===== src/rtl/serial_tx_arbiter_if.sv =====
// Requester/serializer handshake bundle for serial_tx_arbiter.
// master: the requester side (packet sources plus serializer sink).
// slave:  the arbiter itself.
interface serial_tx_arbiter_if;
    logic [1:0] req;
    logic [1:0] valid;
    logic [7:0] data0;
    logic [7:0] data1;
    logic [1:0] last;
    logic [1:0] ack;
    logic [1:0] grant;
    logic [7:0] data_out;
    logic       data_out_valid;
    logic       pkt_abort;

    modport master (
        output req, valid, data0, data1, last,
        input  ack, grant, data_out, data_out_valid, pkt_abort
    );

    modport slave (
        input  req, valid, data0, data1, last,
        output ack, grant, data_out, data_out_valid, pkt_abort
    );
endinterface


===== src/rtl/serial_tx_arbiter.sv =====
// serial_tx_arbiter: hands one byte serializer to one of two requesters for a
// whole packet and paces bytes at BITS_PER_BYTE cycles each.
// Build option: define SERIAL_TX_ARB_FIXED_PRIO_EN to make requester 0 win every
// tie (no round-robin pointer). Default build is round-robin.
module serial_tx_arbiter #(
    parameter int BITS_PER_BYTE = 8
) (
    input  logic               clk,
    input  logic               rst,
    serial_tx_arbiter_if.slave bus
);

    localparam int CNT_W = (BITS_PER_BYTE > 2) ? $clog2(BITS_PER_BYTE - 1) : 1;
    localparam logic [CNT_W-1:0] CNT_LOAD = CNT_W'(BITS_PER_BYTE - 2);

    localparam logic [1:0] ST_IDLE  = 2'd0;
    localparam logic [1:0] ST_GRANT = 2'd1;
    localparam logic [1:0] ST_SEND  = 2'd2;

    logic [1:0]       state_reg, state_next;
    logic [CNT_W-1:0] cnt_reg, cnt_next;
    logic             owner_reg, owner_next;
    logic             last_reg, last_next;
    logic [1:0]       grant_reg, grant_next;
    logic [1:0]       ack_reg, ack_next;
    logic [7:0]       data_out_reg, data_out_next;
    logic             dov_reg, dov_next;
    logic             abort_reg, abort_next;

    logic       ptr_cur;
    logic       pick;
    logic [1:0] pick_onehot;
    logic [1:0] owner_onehot;
    logic       owner_req;
    logic       owner_valid;
    logic       owner_last;
    logic [7:0] owner_data;

    // Only the current owner's inputs matter; the other requester is invisible.
    assign owner_req   = bus.req[owner_reg];
    assign owner_valid = bus.valid[owner_reg];
    assign owner_last  = bus.last[owner_reg];
    assign owner_data  = owner_reg ? bus.data1 : bus.data0;

    // Requester 1 wins when it is alone, or on a tie when the pointer names it.
    assign pick = bus.req[1] & (~bus.req[0] | ptr_cur);

    generate
        for (genvar gi = 0; gi < 2; gi++) begin : g_onehot
            assign pick_onehot[gi]  = (pick == 1'(gi));
            assign owner_onehot[gi] = (owner_reg == 1'(gi));
        end
    endgenerate

`ifdef SERIAL_TX_ARB_FIXED_PRIO_EN
    assign ptr_cur = 1'b0;
`else
    logic ptr_reg;
    logic pkt_end;

    // A packet ends either on abort in GRANT or after the last byte has shifted out.
    assign pkt_end = ((state_reg == ST_GRANT) && !owner_req) ||
                     ((state_reg == ST_SEND) && (cnt_reg == '0) && last_reg);
    assign ptr_cur = ptr_reg;

    // Hand tie priority to the other requester whenever the owner's packet ends.
    always_ff @(posedge clk) begin
        if (rst) begin
            ptr_reg <= 1'b0;
        end else if (pkt_end) begin
            ptr_reg <= ~owner_reg;
        end
    end
`endif

    // Packet FSM: arbitrate in IDLE, take one byte per GRANT, wait out the shift in SEND.
    always_comb begin
        state_next    = state_reg;
        cnt_next      = cnt_reg;
        owner_next    = owner_reg;
        last_next     = last_reg;
        grant_next    = grant_reg;
        data_out_next = data_out_reg;
        ack_next      = 2'b00;
        dov_next      = 1'b0;
        abort_next    = 1'b0;
        case (state_reg)
            ST_IDLE: begin
                grant_next = 2'b00;
                if (|bus.req) begin
                    owner_next = pick;
                    grant_next = pick_onehot;
                    state_next = ST_GRANT;
                end
            end
            ST_GRANT: begin
                if (!owner_req) begin
                    // Owner gave up mid-packet: release and flag it.
                    abort_next = 1'b1;
                    grant_next = 2'b00;
                    state_next = ST_IDLE;
                end else if (owner_valid) begin
                    data_out_next = owner_data;
                    dov_next      = 1'b1;
                    ack_next      = owner_onehot;
                    last_next     = owner_last;
                    cnt_next      = CNT_LOAD;
                    state_next    = ST_SEND;
                end
            end
            ST_SEND: begin
                if (cnt_reg == '0) begin
                    if (last_reg) begin
                        grant_next = 2'b00;
                        state_next = ST_IDLE;
                    end else begin
                        state_next = ST_GRANT;
                    end
                end else begin
                    cnt_next = cnt_reg - CNT_W'(1);
                end
            end
            default: begin
                grant_next = 2'b00;
                state_next = ST_IDLE;
            end
        endcase
    end

    // State and registered outputs.
    always_ff @(posedge clk) begin
        if (rst) begin
            state_reg    <= ST_IDLE;
            cnt_reg      <= '0;
            owner_reg    <= 1'b0;
            last_reg     <= 1'b0;
            grant_reg    <= 2'b00;
            ack_reg      <= 2'b00;
            data_out_reg <= 8'h00;
            dov_reg      <= 1'b0;
            abort_reg    <= 1'b0;
        end else begin
            state_reg    <= state_next;
            cnt_reg      <= cnt_next;
            owner_reg    <= owner_next;
            last_reg     <= last_next;
            grant_reg    <= grant_next;
            ack_reg      <= ack_next;
            data_out_reg <= data_out_next;
            dov_reg      <= dov_next;
            abort_reg    <= abort_next;
        end
    end

    assign bus.ack            = ack_reg;
    assign bus.grant          = grant_reg;
    assign bus.data_out       = data_out_reg;
    assign bus.data_out_valid = dov_reg;
    assign bus.pkt_abort      = abort_reg;

endmodule


===== src/flat_wrapper.sv =====
// flat-port wrapper written by rule: the top's interface ports become plain ports
module serial_tx_arbiter_flat 
#(
    parameter int BITS_PER_BYTE = 8
)
  (clk, rst, bus_req, bus_valid, bus_data0, bus_data1, bus_last, bus_ack, bus_grant, bus_data_out, bus_data_out_valid, bus_pkt_abort);
  serial_tx_arbiter_if bus_i ();
  input  logic clk;
  input  logic rst;
  input wire logic [$bits(bus_i.req)-1:0] bus_req;
  input wire logic [$bits(bus_i.valid)-1:0] bus_valid;
  input wire logic [$bits(bus_i.data0)-1:0] bus_data0;
  input wire logic [$bits(bus_i.data1)-1:0] bus_data1;
  input wire logic [$bits(bus_i.last)-1:0] bus_last;
  output wire logic [$bits(bus_i.ack)-1:0] bus_ack;
  output wire logic [$bits(bus_i.grant)-1:0] bus_grant;
  output wire logic [$bits(bus_i.data_out)-1:0] bus_data_out;
  output wire logic [$bits(bus_i.data_out_valid)-1:0] bus_data_out_valid;
  output wire logic [$bits(bus_i.pkt_abort)-1:0] bus_pkt_abort;
  assign bus_i.req = bus_req;
  assign bus_i.valid = bus_valid;
  assign bus_i.data0 = bus_data0;
  assign bus_i.data1 = bus_data1;
  assign bus_i.last = bus_last;
  assign bus_ack = bus_i.ack;
  assign bus_grant = bus_i.grant;
  assign bus_data_out = bus_i.data_out;
  assign bus_data_out_valid = bus_i.data_out_valid;
  assign bus_pkt_abort = bus_i.pkt_abort;
  serial_tx_arbiter #(.BITS_PER_BYTE(BITS_PER_BYTE)) u_core (.clk(clk), .rst(rst), .bus(bus_i));
endmodule

===== config.mk =====
export PLATFORM = sky130hd
export DESIGN_NAME = serial_tx_arbiter_flat
export DESIGN_NICKNAME = d
export VERILOG_FILES = /design/src/rtl/serial_tx_arbiter_if.sv /design/src/rtl/serial_tx_arbiter.sv /design/src/flat_wrapper.sv
export SDC_FILE = /design/constraint.sdc
export NUM_CORES = 1
export LEC_CHECK = 0
export CAP_MARGIN = 10
export CORE_MARGIN = 2
export CORE_UTILIZATION = 25
export CTS_CLUSTER_SIZE = 30
export DETAILED_ROUTE_END_ITERATION = 6
export GPL_TIMING_DRIVEN = 0
export SYNTH_ARGS = -nofsm -noshare
export SYNTH_HDL_FRONTEND = slang
export SYNTH_SLANG_ARGS = --single-unit

===== constraint.sdc =====
create_clock -name clk -period 2.1 [get_ports clk]
set_clock_uncertainty 0.2 [all_clocks]
set_input_delay 0.42 -clock clk [delete_from_list [all_inputs] [get_ports clk]]
set_output_delay 0.42 -clock clk [all_outputs]
set_load 0.1 [all_outputs]

==> impl_metrics.prom <==
# TYPE chip_impl_metric gauge
chip_impl_info{name="outcome",value="finished clean"} 1
chip_impl_metric{name="final_hold_viol_count",unit=""} 0
chip_impl_metric{name="yosys_warnings",unit=""} 0
chip_impl_metric{name="cellPowerDensity",unit="mW/mm2"} 614.6
chip_impl_metric{name="hold_buf_count_cts",unit=""} 0
chip_impl_metric{name="route.antenna.remaining_nets",unit=""} 0
chip_impl_metric{name="hpwlAfterDp",unit="mm"} 1.983
chip_impl_metric{name="syn_nets",unit=""} 142
chip_impl_info{name="type_of_the_worst_setup_path",value="flop to output pin"} 1
chip_impl_metric{name="finalWirelength",unit="mm"} 2.524
chip_impl_metric{name="vdd_ir_drop_max",unit="uV"} 242.2
chip_impl_info{name="synth_area_leader_cell",value="sky130_fd_sc_hd__dfxtp_1"} 1
chip_impl_info{name="cpLargestDelayFamily",value="buffers and inverters"} 1
chip_impl_metric{name="critPathBufInv",unit=""} 1
chip_impl_info{name="ctsRootBufferMaster",value="sky130_fd_sc_hd__clkbuf_8"} 1
chip_impl_metric{name="synthArstFlopShare",unit="%"} 0
chip_impl_metric{name="port-buffer-count",unit=""} 37
chip_impl_metric{name="synth_area",unit="mm2"} 0.001110
chip_impl_metric{name="core_area",unit="mm2"} 0.004324
chip_impl_metric{name="max-clock-path-buffers",unit=""} 2
chip_impl_metric{name="die_width",unit="um"} 70.63
chip_impl_metric{name="syn_avg_cell_area",unit="um2"} 9.567
chip_impl_metric{name="max_freq",unit="MHz"} 484.4
chip_impl_metric{name="largest_register_ff_count",unit=""} 8
chip_impl_metric{name="timing.final.crit_share",unit="%"} 98.31
chip_impl_metric{name="post_synth_edffs",unit=""} 0
chip_impl_metric{name="post_synth_inst_count",unit=""} 116
chip_impl_metric{name="clock_latency_at_the_later_pin_of_the_worst_skew_pair",unit="ns"} 0.26
chip_impl_metric{name="leakagePower",unit="nW"} 0.6277
chip_impl_metric{name="numClockSinks",unit=""} 22
chip_impl_metric{name="critical_path.max_stage_delay",unit="ns"} 0.85
chip_impl_metric{name="core.rowCount",unit=""} 24
chip_impl_metric{name="cts.reportedPaths.clkPinSlew",unit="ns"} 0.08
chip_impl_metric{name="placedInstanceArea",unit="mm2"} 0.001545
chip_impl_metric{name="gr-usage-all-layers",unit="%"} 10.88
chip_impl_metric{name="diodes",unit=""} 0
chip_impl_metric{name="dp_cells",unit=""} 205
chip_impl_metric{name="layout.cells.non_filler",unit=""} 208
chip_impl_metric{name="final_weighted_congestion_of_routability_driven_global_placement",unit=""} 0.7412
chip_impl_metric{name="die_area",unit="mm2"} 0.004988
chip_impl_metric{name="netlist-cell-type-count",unit=""} 27
chip_impl_metric{name="report.final.setup_viol",unit=""} 0
chip_impl_info{name="dominantRegCellSynth",value="sky130_fd_sc_hd__dfxtp_1"} 1
chip_impl_metric{name="timing.critical_path.fanout_max",unit=""} 2
chip_impl_metric{name="wire_length_of_the_first_global_routing_pass",unit="mm"} 4.471
chip_impl_metric{name="ys_seq_elements",unit=""} 22
chip_impl_info{name="setup.worst_path.end_class",value="output pin"} 1
chip_impl_metric{name="grt_remaining_overflow",unit=""} 0
chip_impl_metric{name="wl_per_cell",unit="um"} 12.13
chip_impl_metric{name="seq_area_frac_synth",unit="%"} 39.68
chip_impl_metric{name="timing_max_transition_violations_final",unit=""} 0
chip_impl_metric{name="cts_buffers",unit=""} 3
chip_impl_metric{name="drt_drc_violations_left",unit=""} 0
chip_impl_metric{name="antenna_found_initial",unit=""} 0
chip_impl_metric{name="floorplan.initialDensity",unit="%"} 25.67
chip_impl_info{name="synth_commonest_cells",value="22 x sky130_fd_sc_hd__dfxtp_1, 15 x sky130_fd_sc_hd__nor2_1, 11 x sky130_fd_sc_hd__mux2i_1, 11 x sky130_fd_sc_hd__nor2b_1"} 1
chip_impl_info{name="yosys.cell_count.top_type",value="sky130_fd_sc_hd__dfxtp_1"} 1
chip_impl_metric{name="dr.pass1.iters",unit=""} 4
chip_impl_metric{name="postCtsSetupRepairBufs",unit=""} 0
chip_impl_info{name="min-delay-path-class",value="flop to flop"} 1
chip_impl_info{name="cts_tree",value="done"} 1
chip_impl_metric{name="final_core_util",unit="%"} 36.66
chip_impl_metric{name="fin_total_pwr",unit="mW"} 0.9742
chip_impl_info{name="path_cells",value="dlygate4sd2_1"} 1
chip_impl_metric{name="grt_max_degree",unit=""} 12
chip_impl_metric{name="setup_ws",unit="ns"} 0.03541
chip_impl_metric{name="synth_largest_type_area_fraction",unit="%"} 39.68
chip_impl_metric{name="tns",unit="ns"} 0
chip_impl_metric{name="route.vias.total",unit=""} 969
chip_impl_info{name="synth_top_cells_by_area",value="sky130_fd_sc_hd__dfxtp_1 40%, sky130_fd_sc_hd__mux2i_1 9.9%, sky130_fd_sc_hd__mux2_4 8.1%"} 1
chip_impl_metric{name="max-slew-margin-rel",unit="%"} 35.65
chip_impl_metric{name="layout_min_cycle_time",unit="ns"} 2.065
chip_impl_metric{name="first_global_vias",unit=""} 1026
chip_impl_metric{name="floorplan.die.height",unit="um"} 70.63
chip_impl_metric{name="preCtsSetupSlack",unit="ns"} -0.3837
chip_impl_metric{name="stdcell_area",unit="mm2"} 0.001585
chip_impl_metric{name="holdWs",unit="ns"} 0.3315
chip_impl_metric{name="detailedRoute.firstIterationViolations",unit=""} 21
chip_impl_metric{name="final_layout_size_suffix_gt1_share",unit="%"} 14.10
chip_impl_metric{name="design.final.nets",unit=""} 184
chip_impl_info{name="setup.worst_path.start_class",value="flop"} 1
chip_impl_metric{name="area_delta_synth_final",unit="%"} 42.84
chip_impl_metric{name="max_capacitance_violation_count",unit=""} 0
chip_impl_metric{name="cts_htree_levels",unit=""} 1
chip_impl_metric{name="cp.arrival",unit="ns"} 1.44
chip_impl_metric{name="max_slew.worst_pin.slew",unit="ns"} 0.9691
chip_impl_metric{name="design.portCount",unit=""} 38
chip_impl_metric{name="worst_ep_required_time",unit="ns"} 1.48
chip_impl_info{name="critPathSlowestCell",value="sky130_fd_sc_hd__dlygate4sd2_1"} 1
chip_impl_metric{name="avgViaCountPerCell",unit=""} 4.659
chip_impl_info{name="grt_setup_unrepaired",value="yes"} 1
chip_impl_metric{name="nFillCells",unit=""} 453
==> cell type report <==
cell class                 instances  area [um2]  area share, %
clock buffer                       3       41.29          2.605
timing repair buffer              37       356.6          22.49
sequential                        22       440.4          27.78
buffer                             7       43.79          2.762
tap                               52       65.06          4.104
multi-input combinational         83       623.1          39.31
inverter                           4       15.01         0.9471
==> cells by family (layout without fill, tap and decap cells) <==
family	after synthesis	in the layout	share of synthesized area (%)
muxes	22	22	23.11
buffers and inverters	11	51	5.185
DFF	22	22	39.68
AOI/OAI and AO/OA	14	14	9.133
and+or+nand+nor	45	45	20.63
adders and majority gates	2	2	2.254
==> worst paths after layout <==
| path | from | slack, ns | to | cells past startpoint |
|---|---|---|---|---|
| worst max register to register | u_core.state_reg[0]$_SDFFE_PP0P_ | 0.13 | u_core.bus.data_out[5]$_SDFFE_PP0P_ | 5 |
| worst min-delay path | u_core.cnt_reg[1]$_SDFFE_PP0P_ | 0.33 | u_core.cnt_reg[1]$_SDFFE_PP0P_ | 2 |
| worst max-delay path | u_core.bus.data_out[0]$_SDFFE_PP0P_ | 0.04 | bus_data_out[0] | 1 |
| worst min register to register | u_core.cnt_reg[1]$_SDFFE_PP0P_ | 0.33 | u_core.cnt_reg[1]$_SDFFE_PP0P_ | 2 |
==> worst min-delay path, cell delays in order (launching register included) <==
cell and delay (ns):
sky130_fd_sc_hd__dfxtp_1 0.31, sky130_fd_sc_hd__nor2_1 0.09, sky130_fd_sc_hd__a221oi_1 0.07
==> layer usage <==
| metal | vias up | GRT usage, % | part of all wire, % | wire length, um |
|---|---|---|---|---|
| li1 | 485 | - | - | - |
| met1 | 446 | 12.62 | 45 | 1127 |
| met2 | 34 | 20.02 | 49 | 1228 |
| met3 | 4 | 1.994 | 5.3 | 135 |
| met4 | 0 | 3.774 | 1.3 | 32 |
| met5 | - | 0 | 0 | 0 |
==> timing repair <==
action,4_1_cts,5_1_grt
setup endpoints to repair,23,16
resized for setup,16,14
hold endpoints to repair,0,0
==> cell usage in the layout, fill, tap and decap left out <==
master                             n
sky130_fd_sc_hd__a21oi_1           4
sky130_fd_sc_hd__nor2_1           15
sky130_fd_sc_hd__clkdlybuf4s50_1  21
sky130_fd_sc_hd__or3_1             1
sky130_fd_sc_hd__or3b_1            1
sky130_fd_sc_hd__and2b_1           1
sky130_fd_sc_hd__inv_1             4
sky130_fd_sc_hd__nand2_1           6
sky130_fd_sc_hd__ha_1              2
sky130_fd_sc_hd__a311oi_1          2
sky130_fd_sc_hd__nand2b_1          2
sky130_fd_sc_hd__nor2b_1          11
sky130_fd_sc_hd__a21bo_2           1
sky130_fd_sc_hd__a221oi_2          1
sky130_fd_sc_hd__dfxtp_1          22
sky130_fd_sc_hd__mux2_2            5
sky130_fd_sc_hd__mux2i_1          11
sky130_fd_sc_hd__nand3_1           2
sky130_fd_sc_hd__a32oi_1           1
sky130_fd_sc_hd__nor3b_2           1
sky130_fd_sc_hd__clkdlybuf4s15_1   8
sky130_fd_sc_hd__buf_2             1
sky130_fd_sc_hd__mux2_4            6
sky130_fd_sc_hd__a221oi_1          1
sky130_fd_sc_hd__dlygate4sd2_1     7
sky130_fd_sc_hd__clkbuf_2          2
sky130_fd_sc_hd__nor4b_1           1
sky130_fd_sc_hd__buf_6             2
sky130_fd_sc_hd__clkbuf_8          3
sky130_fd_sc_hd__clkbuf_1          3
sky130_fd_sc_hd__a22o_1            1
sky130_fd_sc_hd__a31oi_1           3
sky130_fd_sc_hd__nor3_1            4
==> where the power goes <==
part           internal (mW)  total [mW]  switching (mW)
sequential             0.437       0.450          0.0131
combinational          0.108       0.262           0.154
clock                  0.128       0.262           0.134
Note: power is estimated with default switching activity, not from simulation.
